$ cat src/rtl/gate_sched_pkg.sv
// ---------------------------------------------------------------------------
// gate_sched_pkg
// Shared definitions for the gate scheduler slice: FSM state encoding,
// grant-type constants, default barrier hold time and the tie-break helper.
// Imported by gate_hold_timer and gate_scheduler.
// ---------------------------------------------------------------------------
package gate_sched_pkg;

   typedef enum logic [1:0] {
      IDLE  = 2'b00,
      GRANT = 2'b01,
      HOLD  = 2'b10
   } state_t;

   typedef enum logic {
      ENTRY = 1'b0,
      EXIT  = 1'b1
   } grant_t;

   localparam int DEFAULT_OPEN_CYCLES = 8;
   localparam int DEFAULT_CNT_W       = 4;

   // Chooses which requester is served. Only meaningful when at least one
   // of the two requests is valid. On a tie, round-robin grants the type
   // opposite to the previous grant; fixed priority lets the exit win
   // because it frees capacity.
   function automatic grant_t pick_grant(input logic   entry_valid,
                                         input logic   exit_valid,
                                         input grant_t last_grant,
                                         input logic   rr_en);
      grant_t winner;
      if (entry_valid && exit_valid) begin
         if (rr_en) begin
            winner = (last_grant == EXIT) ? ENTRY : EXIT;
         end else begin
            winner = EXIT;
         end
      end else if (exit_valid) begin
         winner = EXIT;
      end else begin
         winner = ENTRY;
      end
      return winner;
   endfunction

endpackage : gate_sched_pkg

$ cat src/rtl/gate_hold_timer.sv
// ---------------------------------------------------------------------------
// gate_hold_timer
// Loadable down-counter that times how long the barrier stays open.
//
// Ports:
//   clk        in            system clock, rising edge
//   reset      in            synchronous, active-low reset (count -> 0)
//   load       in            load load_value on the next edge (wins over en)
//   load_value in  [CNT_W]   value to load
//   en         in            decrement by one per edge while nonzero
//   done       out           count is on its last cycle (count <= 1)
// ---------------------------------------------------------------------------
module gate_hold_timer
   import gate_sched_pkg::*;
#(
   parameter int CNT_W = DEFAULT_CNT_W
) (
   input  logic             clk,
   input  logic             reset,
   input  logic             load,
   input  logic [CNT_W-1:0] load_value,
   input  logic             en,
   output logic             done
);

   logic [CNT_W-1:0] count_q;

   // NOTE: state registers use non-blocking assignments so every flop samples
   // pre-edge values; blocking here would create order-dependent simulation.
   always_ff @(posedge clk) begin
      if (!reset) begin
         count_q <= '0;
      end else if (load) begin
         count_q <= load_value;
      end else if (en && (count_q != '0)) begin
         count_q <= count_q - CNT_W'(1);
      end
   end

   // A loaded value of N gives exactly N enabled cycles before done is seen
   // in the last one; a zero count also reads as done so the FSM can never
   // stall in HOLD.
   assign done = (count_q <= CNT_W'(1));

endmodule : gate_hold_timer

$ cat src/rtl/gate_scheduler.sv
// ---------------------------------------------------------------------------
// gate_scheduler
// Sequencer/arbiter in front of the parking occupancy FSM. Arbitrates the
// entry and exit gate requests, denies requests the occupancy FSM cannot
// legally serve, issues one entry/exit pulse per granted car and then keeps
// the barrier open for OPEN_CYCLES cycles before looking at requests again.
//
// Configuration macro:
//   GATE_SCHED_RR_EN  defined   -> round-robin on a tie (opposite of last grant)
//                     undefined -> fixed priority, exit wins a tie
//
// Parameters:
//   OPEN_CYCLES  barrier hold cycles after a grant, 1 .. 2**CNT_W-1
//   CNT_W        hold counter width
//
// Ports:
//   clk            in       system clock, rising edge
//   reset          in       synchronous, active-low reset
//   entry_req      in       entry sensor request (level)
//   exit_req       in       exit sensor request (level)
//   exit_slot_req  in  [2]  slot the exiting car leaves
//   is_full        in       occupancy FSM full flag
//   spots          in  [4]  occupancy map, 1 = occupied
//   entry_signal   out      one-cycle entry pulse to the occupancy FSM
//   exit_signal    out      one-cycle exit pulse to the occupancy FSM
//   exit_slot      out [2]  slot index, valid with exit_signal
//   entry_ack      out      one-cycle grant acknowledge, entry side
//   exit_ack       out      one-cycle grant acknowledge, exit side
//   entry_deny     out      one-cycle reject, entry side
//   exit_deny      out      one-cycle reject, exit side
//   gate_open      out      barrier drive
//   busy           out      scheduler is not IDLE
// All outputs are registered.
// ---------------------------------------------------------------------------
module gate_scheduler
   import gate_sched_pkg::*;
#(
   parameter int OPEN_CYCLES = DEFAULT_OPEN_CYCLES,
   parameter int CNT_W       = DEFAULT_CNT_W
) (
   input  logic       clk,
   input  logic       reset,
   input  logic       entry_req,
   input  logic       exit_req,
   input  logic [1:0] exit_slot_req,
   input  logic       is_full,
   input  logic [3:0] spots,
   output logic       entry_signal,
   output logic       exit_signal,
   output logic [1:0] exit_slot,
   output logic       entry_ack,
   output logic       exit_ack,
   output logic       entry_deny,
   output logic       exit_deny,
   output logic       gate_open,
   output logic       busy
);

`ifdef GATE_SCHED_RR_EN
   localparam logic RR_EN = 1'b1;
`else
   localparam logic RR_EN = 1'b0;
`endif

   localparam logic [CNT_W-1:0] HOLD_LOAD = CNT_W'(OPEN_CYCLES);

   state_t     state_q, state_d;
   grant_t     last_grant_q, last_grant_d;
   grant_t     winner;

   logic       entry_valid, exit_valid;
   logic       entry_signal_d, exit_signal_d;
   logic       entry_ack_d, exit_ack_d;
   logic       entry_deny_d, exit_deny_d;
   logic [1:0] exit_slot_d;
   logic       timer_load, timer_en, timer_done;

   // Barrier hold timer: loaded while in GRANT so its first HOLD cycle
   // already holds OPEN_CYCLES, then counted down once per HOLD cycle.
   gate_hold_timer #(
      .CNT_W (CNT_W)
   ) u_hold_timer (
      .clk        (clk),
      .reset      (reset),
      .load       (timer_load),
      .load_value (HOLD_LOAD),
      .en         (timer_en),
      .done       (timer_done)
   );

   // Legality of each request against the occupancy FSM's current view.
   assign entry_valid = entry_req & ~is_full;
   assign exit_valid  = exit_req  & spots[exit_slot_req];
   assign winner      = pick_grant(entry_valid, exit_valid, last_grant_q, RR_EN);

   // Next-state and next-output logic.
   // NOTE: every signal written here gets a default first; a path that leaves
   // one unassigned would infer a latch.
   always_comb begin
      state_d        = state_q;
      last_grant_d   = last_grant_q;
      exit_slot_d    = exit_slot;
      entry_signal_d = 1'b0;
      exit_signal_d  = 1'b0;
      entry_ack_d    = 1'b0;
      exit_ack_d     = 1'b0;
      entry_deny_d   = 1'b0;
      exit_deny_d    = 1'b0;
      timer_load     = 1'b0;
      timer_en       = 1'b0;

      case (state_q)
         IDLE: begin
            // Denies are independent of the grant decision, so a rejected
            // requester never blocks the other one in the same cycle.
            entry_deny_d = entry_req & is_full;
            exit_deny_d  = exit_req & ~spots[exit_slot_req];

            if (entry_valid || exit_valid) begin
               state_d      = GRANT;
               last_grant_d = winner;
               if (winner == EXIT) begin
                  exit_signal_d = 1'b1;
                  exit_ack_d    = 1'b1;
                  exit_slot_d   = exit_slot_req;
               end else begin
                  entry_signal_d = 1'b1;
                  entry_ack_d    = 1'b1;
               end
            end
         end

         GRANT: begin
            state_d    = HOLD;
            timer_load = 1'b1;
         end

         HOLD: begin
            // Requests arriving here are ignored until the return to IDLE.
            timer_en = 1'b1;
            if (timer_done) begin
               state_d = IDLE;
            end
         end

         default: begin
            state_d = IDLE;
         end
      endcase
   end

   // Registered state and outputs. gate_open and busy are derived from the
   // next state so they rise with the grant pulse and fall on the edge that
   // re-enters IDLE.
   always_ff @(posedge clk) begin
      if (!reset) begin
         state_q      <= IDLE;
         last_grant_q <= EXIT;
         entry_signal <= 1'b0;
         exit_signal  <= 1'b0;
         exit_slot    <= 2'b00;
         entry_ack    <= 1'b0;
         exit_ack     <= 1'b0;
         entry_deny   <= 1'b0;
         exit_deny    <= 1'b0;
         gate_open    <= 1'b0;
         busy         <= 1'b0;
      end else begin
         state_q      <= state_d;
         last_grant_q <= last_grant_d;
         entry_signal <= entry_signal_d;
         exit_signal  <= exit_signal_d;
         exit_slot    <= exit_slot_d;
         entry_ack    <= entry_ack_d;
         exit_ack     <= exit_ack_d;
         entry_deny   <= entry_deny_d;
         exit_deny    <= exit_deny_d;
         gate_open    <= (state_d != IDLE);
         busy         <= (state_d != IDLE);
      end
   end

endmodule : gate_scheduler
$ cat config.mk
export PLATFORM = sky130hd
export DESIGN_NAME = gate_scheduler
export DESIGN_NICKNAME = d
export VERILOG_FILES = /design/src/rtl/gate_sched_pkg.sv /design/src/rtl/gate_hold_timer.sv /design/src/rtl/gate_scheduler.sv
export SDC_FILE = /design/constraint.sdc
export NUM_CORES = 1
export LEC_CHECK = 0
export ABC_AREA = 1
export BUFFER_PORTS_ARGS = -buffer_cell sky130_fd_sc_hd__buf_2
export CAP_MARGIN = 20
export CORE_MARGIN = 2
export CORE_UTILIZATION = 43
export DETAILED_ROUTE_END_ITERATION = 8
export PLACE_DENSITY = 0.71
export SLEW_MARGIN = 20
export SYNTH_ARGS = -nofsm -noshare
export SYNTH_HDL_FRONTEND = slang
export SYNTH_SLANG_ARGS = --single-unit
$ cat constraint.sdc
create_clock -name clk -period 1.3 [get_ports clk]
set_clock_uncertainty 0.1 [all_clocks]
set_input_delay 0.195 -clock clk [delete_from_list [all_inputs] [get_ports clk]]
set_output_delay 0.195 -clock clk [all_outputs]
set_load 0.05 [all_outputs]
==> results of run 1 <==
-- power by group --
group / leakage (nW) / total [mW] / switching (mW) / internal, mW
Clock: 0.0150 / 0.240 / 0.121 / 0.119
Combinational: 0.346 / 0.259 / 0.186 / 0.0722
Sequential: 0.107 / 0.442 / 0.0167 / 0.426
-- cells by family (layout without fill, tap and decap cells) --
group | after synthesis | count (layout) | synth area share (%)
buf+inv | 23 | 44 | 14.1
fa+ha+maj | 3 | 3 | 5.43
compound gates | 8 | 8 | 8.32
simple gates | 48 | 48 | 34.5
flops | 13 | 13 | 37.6
-- per-layer routing --
layer | track usage (%) | vias up
met3 | 2.45 | 2
met5 | 0 | -
li1 | - | 330
met2 | 23.5 | 12
met1 | 17.3 | 255
met4 | 8.48 | 0
-- stage by stage --
| stage | setup TNS [ns] | std cells | hold WS (ns) | setup WS (ns) |
|---|---|---|---|---|
| global route | 0 | 132 | 0.0682 | 0.0154 |
| floorplan | 0 | 95 | 0.193 | 0.0746 |
| CTS | 0 | 132 | 0.0606 | 0.0275 |
| global placement | 0 | 128 | 0.335 | 0.0322 |
| detailed placement | -0.0206 | 128 | 0.350 | -0.0151 |
| finish | 0 | 132 | 0.0628 | 0.102 |
-- layout by cell type (no fill, tap or decap), drive strengths merged --
cell type	Yosys	final
inv	20	20
or2	1	1
nand3	8	8
buf	3	20
ha	3	3
nand2	30	30
nand4	3	3
a21boi	1	1
nor2	5	5
o21ai	3	3
a21oi	4	4
clkbuf	0	4
dfxtp	13	13
nor3	1	1
-- final cells by class --
| cell class | count | area [um^2] | share of cell area (%) |
|---|---|---|---|
| flip-flops and latches | 13 | 263 | 31.1 |
| multi-input cells | 59 | 360 | 42.7 |
| repair buffers | 20 | 100 | 11.9 |
| inverters | 20 | 75.1 | 8.89 |
| clock buffers | 4 | 26.3 | 3.11 |
| well taps | 16 | 20.0 | 2.37 |
-- cell usage after synthesis --
| master | count | area, um^2 |
|---|---|---|
| nand2_1 | 24 | 90.1 |
| inv_1 | 18 | 67.6 |
| dfxtp_1 | 13 | 260 |
| nand3_1 | 8 | 40.0 |
| nand2_2 | 4 | 25.0 |
| a21oi_1 | 3 | 15.0 |
| buf_4 | 3 | 22.5 |
| ha_1 | 3 | 37.5 |
| nand4_1 | 3 | 18.8 |
| inv_2 | 2 | 7.51 |
| nand2_4 | 2 | 22.5 |
| nor2_1 | 2 | 7.51 |
| nor2_2 | 2 | 12.5 |
| o21ai_0 | 2 | 10.0 |
| a21boi_2 | 1 | 11.3 |
| a21oi_4 | 1 | 16.3 |
| nor2_4 | 1 | 11.3 |
| nor3_1 | 1 | 5.00 |
| o21ai_1 | 1 | 5.00 |
| or2_1 | 1 | 6.26 |
-- worst max-delay path: stages, from the launching register on --
cell	delay, ns
dfxtp_2	0.35
inv_2	0.06
ha_1	0.24
o21ai_1	0.15
nand2_1	0.06
nand2_1	0.05
nand2_1	0.06
nand3_1	0.06
-- sequential cells by signal, summed over array words and instances (netlist names) --
signal	flops
entry_deny	1
exit_slot	2
entry_ack	1
state_q	2
exit_deny	1
exit_ack	1
busy	1
u_hold_timer.count_q	4
-- path summary, 6_finish.rpt --
| path | startpoint | to | slack (ns) | depth (start not counted) |
|---|---|---|---|---|
| min reg2reg | exit_slot[1] | exit_slot[1] | 0.38 | 2 |
| max reg2reg | u_hold_timer.count_q[0] | busy | 0.10 | 7 |
| max | u_hold_timer.count_q[0] | busy | 0.10 | 7 |
| min | entry_req | entry_deny | 0.06 | 3 |
-- what timing repair did --
item / 4_1_cts / 5_1_grt
setup endpoints to repair: 2 / 6
hold buffers: 0 / 0
resized for setup: 1 / 9
endpoints found under the hold margin: 0 / 0
pin swaps: 1 / 2
==> out/metrics.csv, run 1 <==
metric,value,unit
Syn Inst Count,95,
Pwr Total,941,uW
grt ovf,0,
"flops & latches, synth",13,
Core Area,1510,um^2
CTS Buf Count,3,
Die ar.,1950,um^2
Worst Path Required,1.41,ns
Period minus WS final,1.20,ns
worst slew pin tran,0.251,ns
num ports,21,
initial drt markers,6,
number of routed nets with antenna violations,0,
Synth cell types,20,
Syn Area/Cell,7.28,um^2
via/cell ratio,4.54,
fin area,845,um^2
Worst Path Max Fanout,5,
Final Routed Wirelength,1.22,mm
WL met1,547,um
Port Buf Inserts,20,
routability congestion estimate from global placement,0.829,
uppermost routed layer,met4,
wire length on met3,30,um
H-tree Lvls,1,
CP Capture Type,flop,
fill count,146,
Wirelength per Cell,9.27,um
worst slew margin relative to its limit,83.4,%
Leak Pwr,0.469,nW
# Post-CTS Setup Buffers,0,
vias in the first global route,586,
Sink Count,13,
DP Wirelength,1.00,mm
Worst-Skew Late Latency,0.27,ns
Synth-to-Final Area Change,22.1,%
CTS max path bufs,2,
CP arrival,1.31,ns
effective utilization at floorplan,45.9,%
RSZ-0062 raised after global routing,no,
number of setup violations in the final report,0,
final hold vios,0,
die height,44.1,um
first-pass GRT wire length,2.09,mm
Cell Rows,14,
period utilization,92.1,%
status,completed,
Post-Syn Nets,109,
diode count,0,
Hold Crit Class,in -> reg,
final-stage net count,131,
max-slew violations,0,
Critical Path Source Type,flop,
YS warnings,0,
total track usage,14.3,%
initial antenna violation count,0,
die width,44.1,um
"Cell Area, Synth",692,um^2
Clock transition at path regs,0.08,ns
fin util,56.1,%
clk root buf,clkbuf_4,
Pre-antenna DRT Iters,4,
highest clock rate,835,MHz
fraction of layout cells with a size suffix above 1,37.9,%
TritonCTS clock tree,done,
via count,599,
power density over the cells,1110,nW/um^2
max cap viols,0,
met2 wire length,631,um
CP Class,reg -> reg,
register area share after synthesis,37.6,%
largest net degree at the start of global routing,8,
Peak VDD IR,0.000406,V
drt drc,0,
placed instance area,790,um^2
No activity file was read; power rests on OpenSTA's default activity.
==> run 2, diff against run 1 <==
==> constraint.sdc (replaced) <==
create_clock -name clk -period 1.3 [get_ports clk]
set_clock_uncertainty 0.1 [all_clocks]
set_input_delay 0.325 -clock clk [delete_from_list [all_inputs] [get_ports clk]]
set_output_delay 0.325 -clock clk [all_outputs]
set_load 0.05 [all_outputs]
==> out/metrics.csv, run 2 (synthesis results as in run 1) <==
metric,value,unit,change
status,completed,,
initial drt markers,8,,+2
cts hold-fix bufs,0,,unchanged
max-slew violations,0,,unchanged
CTS Buf Count,3,,unchanged
Sink Count,13,,unchanged
worst slew pin tran,0.250,ns,-0.00156 ns
largest net degree at the start of global routing,8,,unchanged
final hold vios,0,,unchanged
Cell Rows,14,,unchanged
wire length on met3,42,um,+40%
Peak VDD IR,0.000653,V,+61%
met2 wire length,666,um,+5.5%
initial antenna violation count,0,,unchanged
Die ar.,1950,um^2,unchanged
uppermost routed layer,met4,,
H-tree Lvls,1,,unchanged
CTS max path bufs,2,,unchanged
CP peak stage delay,0.32,ns,-0.03 ns
clk root buf,clkbuf_4,,
Worst-Skew Late Latency,0.28,ns,about the same
Synth-to-Final Area Change,27.1,%,
number of setup violations in the final report,0,,unchanged
Pre-antenna DRT Iters,2,,-2
Top reg by flops,u_hold_timer.count_q,,
Port Buf Inserts,20,,unchanged
Wirelength per Cell,10.1,um,+8.5%
period utilization,97.7,%,+5.6 points
RSZ-0062 raised after global routing,yes,,
via/cell ratio,4.71,,+3.9%
grt ovf,0,,unchanged
number of routed nets with antenna violations,0,,unchanged
Critical Path Source Type,flop,,
routability congestion estimate from global placement,0.761,,-8.3%
via count,627,,+4.7%
most frequent cells in the layout,"24 x nand2_1, 16 x inv_1, 14 x buf_2",,
Worst Path Buf+Inv,1,,unchanged
Largest regs,"u_hold_timer.count_q: 4 flops, exit_slot: 2 flops, state_q: 2 flops",,
Worst Path Required,0.88,ns,-0.53 ns
worst slew margin relative to its limit,83.5,%,+0.10 points
Clock transition at path regs,0.07,ns,about the same
Worst Path Max Fanout,2,,-3
power density over the cells,1090,nW/um^2,-1.8%
max cap viols,0,,unchanged
Core Area,1510,um^2,unchanged
Hold Crit Class,in -> reg,,
TritonCTS clock tree,done,,
Worst path slowest cell,dfxtp_2,,
WL met1,583,um,+6.6%
Period minus WS final,1.27,ns,+0.0728 ns
num ports,21,,unchanged
die height,44.1,um,unchanged
fraction of layout cells with a size suffix above 1,41.0,%,+3.1 points
total track usage,15.8,%,+1.5 points
setup TNS,0,ns,unchanged
effective utilization at floorplan,45.9,%,unchanged
DP Wirelength,991,um,-1.2%
"most common cell after layout, fill and taps aside",nand2_1,,
Leak Pwr,0.475,nW,+1.4%
CP Class,reg -> out,,
die width,44.1,um,unchanged
vias in the first global route,590,,+0.68%
CP top delay family,flip-flops,,
drt drc,0,,unchanged
CP Capture Type,output pin,,
worst-path cell chain,buf_2,,
Final Routed Wirelength,1.34,mm,+9.3%
CP arrival,0.85,ns,-0.46 ns
highest clock rate,787,MHz,-5.7%
final non-filler cell total,133,,+0.76%
number of flip-flops in the largest register,4,,unchanged
fin util,58.4,%,+2.3 points
diode count,0,,unchanged
dpl cells,128,,unchanged
first-pass GRT wire length,2.18,mm,+4.3%
final-stage net count,132,,+0.76%
run 2: changes by cell type in the layout (fill, tap and decap cells not counted), sizes merged:
| cell | change |
|---|---|
| buf | -4 |
| clkbuf | +5 |
run 2: path summary, 6_finish.rpt:
| check | depth (start not counted) | to | slack, ns | start |
|---|---|---|---|---|
| setup / recovery | 1 | entry_ack | 0.03 | entry_ack |
| hold / removal | 3 | entry_deny | 0.18 | entry_req |
| setup reg to reg | 5 | u_hold_timer.count_q[1] | 0.06 | u_hold_timer.count_q[0] |
| hold reg to reg | 2 | exit_slot[1] | 0.37 | exit_slot[1] |
run 2: stage by stage:
step | setup WS, ns | cell area [um^2] | power (mW) | hold WS (ns)
after global placement | 0.0298 | 793 | 0.704 | 0.358
final | 0.0293 | 880 | 0.963 | 0.183
after detailed placement | -0.0110 | 793 | 0.707 | 0.360
after floorplan | 0.0746 | 696 | 0.655 | 0.323
after CTS | 0.00396 | 825 | 0.960 | 0.175
after global routing | -0.0153 | 880 | 1.02 | 0.188
run 2: power by group:
group          switching [mW]  internal (mW)  total [mW]
Clock                   0.131          0.119       0.250
Sequential             0.0148          0.427       0.442
Combinational           0.188         0.0826       0.270
Total                   0.334          0.629       0.963
run 2: layout make-up:
type,count,area (um^2)
multi-input combinational,59,369
clock buffer,4,26.3
fill,148,627
timing repair buffer,21,123
tap,16,20.0
sequential,13,267
inverter,20,75.1
run 2: routing by layer:
layer  track usage [%]  up-vias
met2              24.4       14
met4              16.4        0
met1              16.9      275
li1                  -      334
met3              4.08        4
met5                 0        -
run 2: what timing repair did:
| action | CTS | global route |
|---|---|---|
| pin swaps | 1 | 1 |
| cloned | 0 | 0 |
| endpoints found under the setup margin | 3 | 13 |
| setup buffers | 0 | 1 |
| resized for setup | 2 | 15 |
==> run 3, diff against run 2 <==
Settings changed: ABC_AREA 1 to unset, CORE_UTILIZATION 43 to 42.
==> out/metrics.csv, run 3 <==
metric,value,unit,change
vias in the first global route,560,,-5.1%
Worst Path Buf+Inv,1,,unchanged
Worst-Skew Late Latency,0.26,ns,-0.02 ns
Critical Path Source Type,flop,,
first-pass GRT wire length,2.30,mm,+5.4%
Worst path slowest cell,or3b_4,,
Hold Crit Class,in -> reg,,
Hold Path Depth,2,,-1
GR Util met3,3.83,%,-0.25 points
fraction of layout cells with a size suffix above 1,53.6,%,+13 points
Peak VDD IR,0.000623,V,-4.7%
Syn Area/Cell,9.44,um^2,+30%
Period minus WS final,1.39,ns,+0.117 ns
"synthesized-area fraction occupied by ao, oa, aoi and oai cells",15.6,%,+7.3 points
Post-Syn Nets,82,,-25%
die width,43.1,um,-2.3%
"Cell Area, Synth",642,um^2,-7.2%
CP peak stage delay,0.42,ns,+0.10 ns
flop2flop setup slack,-0.09,ns,-0.15 ns
number of setup violations in the final report,4,,+4
diode count,0,,unchanged
Worst Path Max Fanout,6,,+4
max cap viols,0,,unchanged
via/cell ratio,5.36,,+14%
"flops & latches, synth",13,,unchanged
worst-path cell chain,"inv_2, ha_1, or3b_4, a21o_1, a21oi_2",,
effective utilization at floorplan,43.6,%,-2.3 points
Worst Hold End,entry_ack,,
Most Crowded Layer GR,met2,,
area share of xor/xnor cells in the synthesized design,0,%,unchanged
register area share after synthesis,40.5,%,+2.9 points
Most used DFF post-synth,dfxtp_1,,
pre-CTS setup slack,-0.154,ns,-0.143 ns
Adder-Cell Fraction of Synth Area,5.85,%,+0.42 points
drt drc,0,,unchanged
number of flip-flops in the largest register,4,,unchanged
status,"finished, violations left",,
power density over the cells,1080,nW/um^2,-1.5%
Final Routed Wirelength,1.33,mm,-0.30%
Pwr Total,942,uW,-2.2%
fill count,136,,-8.1%
DP Wirelength,1.03,mm,+4.3%
grt ovf,0,,unchanged
total track usage,16.4,%,+0.57 points
final-stage net count,112,,-15%
CP top delay family,simple AND/OR/NAND/NOR gates,,
fin util,59.4,%,+0.96 points
Largest regs,"u_hold_timer.count_q: 4 flops, exit_slot: 2 flops, state_q: 2 flops",,
via count,606,,-3.3%
RSZ-0062 raised after global routing,yes,,
reg2reg path depth,5,,unchanged
worst slew margin relative to its limit,82.7,%,-0.79 points
"most common cell after layout, fill and taps aside",buf_2,,
die height,43.1,um,-2.3%
Cell Rows,14,,unchanged
CTS Buf Count,3,,unchanged
asr flop ratio synth,0,%,unchanged
initial antenna violation count,0,,unchanged
clk root buf,clkbuf_4,,
post-route setup slack,-0.0877,ns,-0.117 ns
failing checks,negative setup slack,,
Die ar.,1860,um^2,-4.6%
TritonCTS clock tree,done,,
Clock transition at path regs,0.08,ns,about the same
CP Class,reg -> reg,,
grt met2 use,27.8,%,+3.3 points
Pre-antenna DRT Iters,4,,+2
largest area contributor in the netlist,dfxtp_1,,
Synth Area in Simple Gates,22.2,%,-12 points
H-tree Lvls,1,,unchanged
max-slew violations,0,,unchanged
Syn Inst Count,68,,-28%
number of routed nets with antenna violations,0,,unchanged
YS warnings,0,,unchanged
Core Area,1470,um^2,-2.3%
Synth area leaders,"dfxtp_1 41%, ha_1 5.8%, buf_4 3.5%",,
CTS max path bufs,2,,unchanged
worst slew pin tran,0.256,ns,+0.00664 ns
cts hold-fix bufs,0,,unchanged
highest clock rate,721,MHz,-8.4%
"count leader, synth",dfxtp_1,,
CP arrival,1.48,ns,+0.63 ns
setup TNS,-0.232,ns,-0.232 ns
Top reg by flops,u_hold_timer.count_q,,
Synth-to-Final Area Change,36.1,%,
CP Capture Type,flop,,
placed instance area,818,um^2,+3.2%
Worst Path Required,1.40,ns,+0.52 ns
Synth cell types,32,,+60%
post-synth top area share,40.5,%,+2.9 points
Hold Startpoint,exit_req,,
Sink Count,13,,unchanged
Leak Pwr,0.408,nW,-14%
initial drt markers,9,,+1
final hold vios,0,,unchanged
Synth top cells by count,"13 x dfxtp_1, 5 x nand2_1",,
met1 GRT Util,20.2,%,+3.3 points
routability congestion estimate from global placement,0.820,,+7.8%
combinational family with the most area after synthesis,simple AND/OR/NAND/NOR gates,,
Wirelength per Cell,11.8,um,+17%
fin area,873,um^2,-0.71%
num ports,21,,unchanged
most frequent cells in the layout,"18 x buf_2, 13 x buf_4, 8 x dfxtp_1",,
largest net degree at the start of global routing,13,,+5
period utilization,107,%,+9.0 points
Port Buf Inserts,20,,unchanged
# Post-CTS Setup Buffers,0,,unchanged
r2r startpoint,u_hold_timer.count_q[1],,
FF-to-FF End,u_hold_timer.count_q[0],,
Post-synth EDFFs,0,,unchanged
mux cell area share after synthesis,8.38,%,+8.4 points
[run 3: changes by cell type after synthesis, moves of 2 or more]
cell and change:
mux2i_1 +2, nand4b_1 +2, nand2_2 -4, nand2_1 -19, buf_2 +2, nand2_4 -2
inv_2 -2, inv_1 -15, nor2_2 -2, nor3_1 +2, nor2b_1 +2, nand3_1 -5
o31ai_1 +2
[run 3: where the power goes]
part | switching, mW | internal [mW]
Clock | 0.127 | 0.118
Sequential | 0.0128 | 0.424
Combinational | 0.162 | 0.0972
Total | 0.302 | 0.639
[run 3: worst max-delay path by stage]
stage                                   end               startpoint  cells past startpoint  slack [ns]
detailed placement  u_hold_timer.count_q[0]  u_hold_timer.count_q[1]                      5       -0.15
global placement                       busy         exit_slot_req[0]                      4       -0.13
CTS                 u_hold_timer.count_q[0]  u_hold_timer.count_q[0]                      5        -0.1
finish              u_hold_timer.count_q[0]  u_hold_timer.count_q[1]                      5       -0.09
global route        u_hold_timer.count_q[0]  u_hold_timer.count_q[1]                      5       -0.18
floorplan           u_hold_timer.count_q[3]  u_hold_timer.count_q[0]                      6       -0.12
[run 3: per-layer routing]
| layer | share of wire [%] | vias to the layer above |
|---|---|---|
| met4 | 0.97 | 0 |
| met1 | 45 | 281 |
| li1 | - | 304 |
| met3 | 4.9 | 2 |
| met5 | 0 | - |
| met2 | 49 | 19 |
[run 3: stage by stage]
step	cells	hold WS [ns]
6_report	113	0.198
5_1_grt	113	0.215
4_1_cts	113	0.192
3_5_place_dp	109	0.357
3_3_place_gp	109	0.361
2_1_floorplan	68	0.309
[run 3: final cells by class]
type	count	area (um^2)	area share [%]
multi-input combinational	46	362	41.4
sequential	13	267	30.5
timing repair buffer	31	188	21.5
clock buffer	4	26.3	3.01
tap	16	20.0	2.29
inverter	3	11.3	1.29
[run 3: cell families after synthesis]
group,count (synthesis)
adders and majority gates,3
buffers and inverters,9
AOI/OAI and AO/OA,14
DFF,13
muxes,4
and+or+nand+nor,25
[run 3: repair_timing]
action | in CTS | in global routing
pin swaps | 3 | 1
setup endpoints to repair | 6 | 7
gates resized for setup | 5 | 7
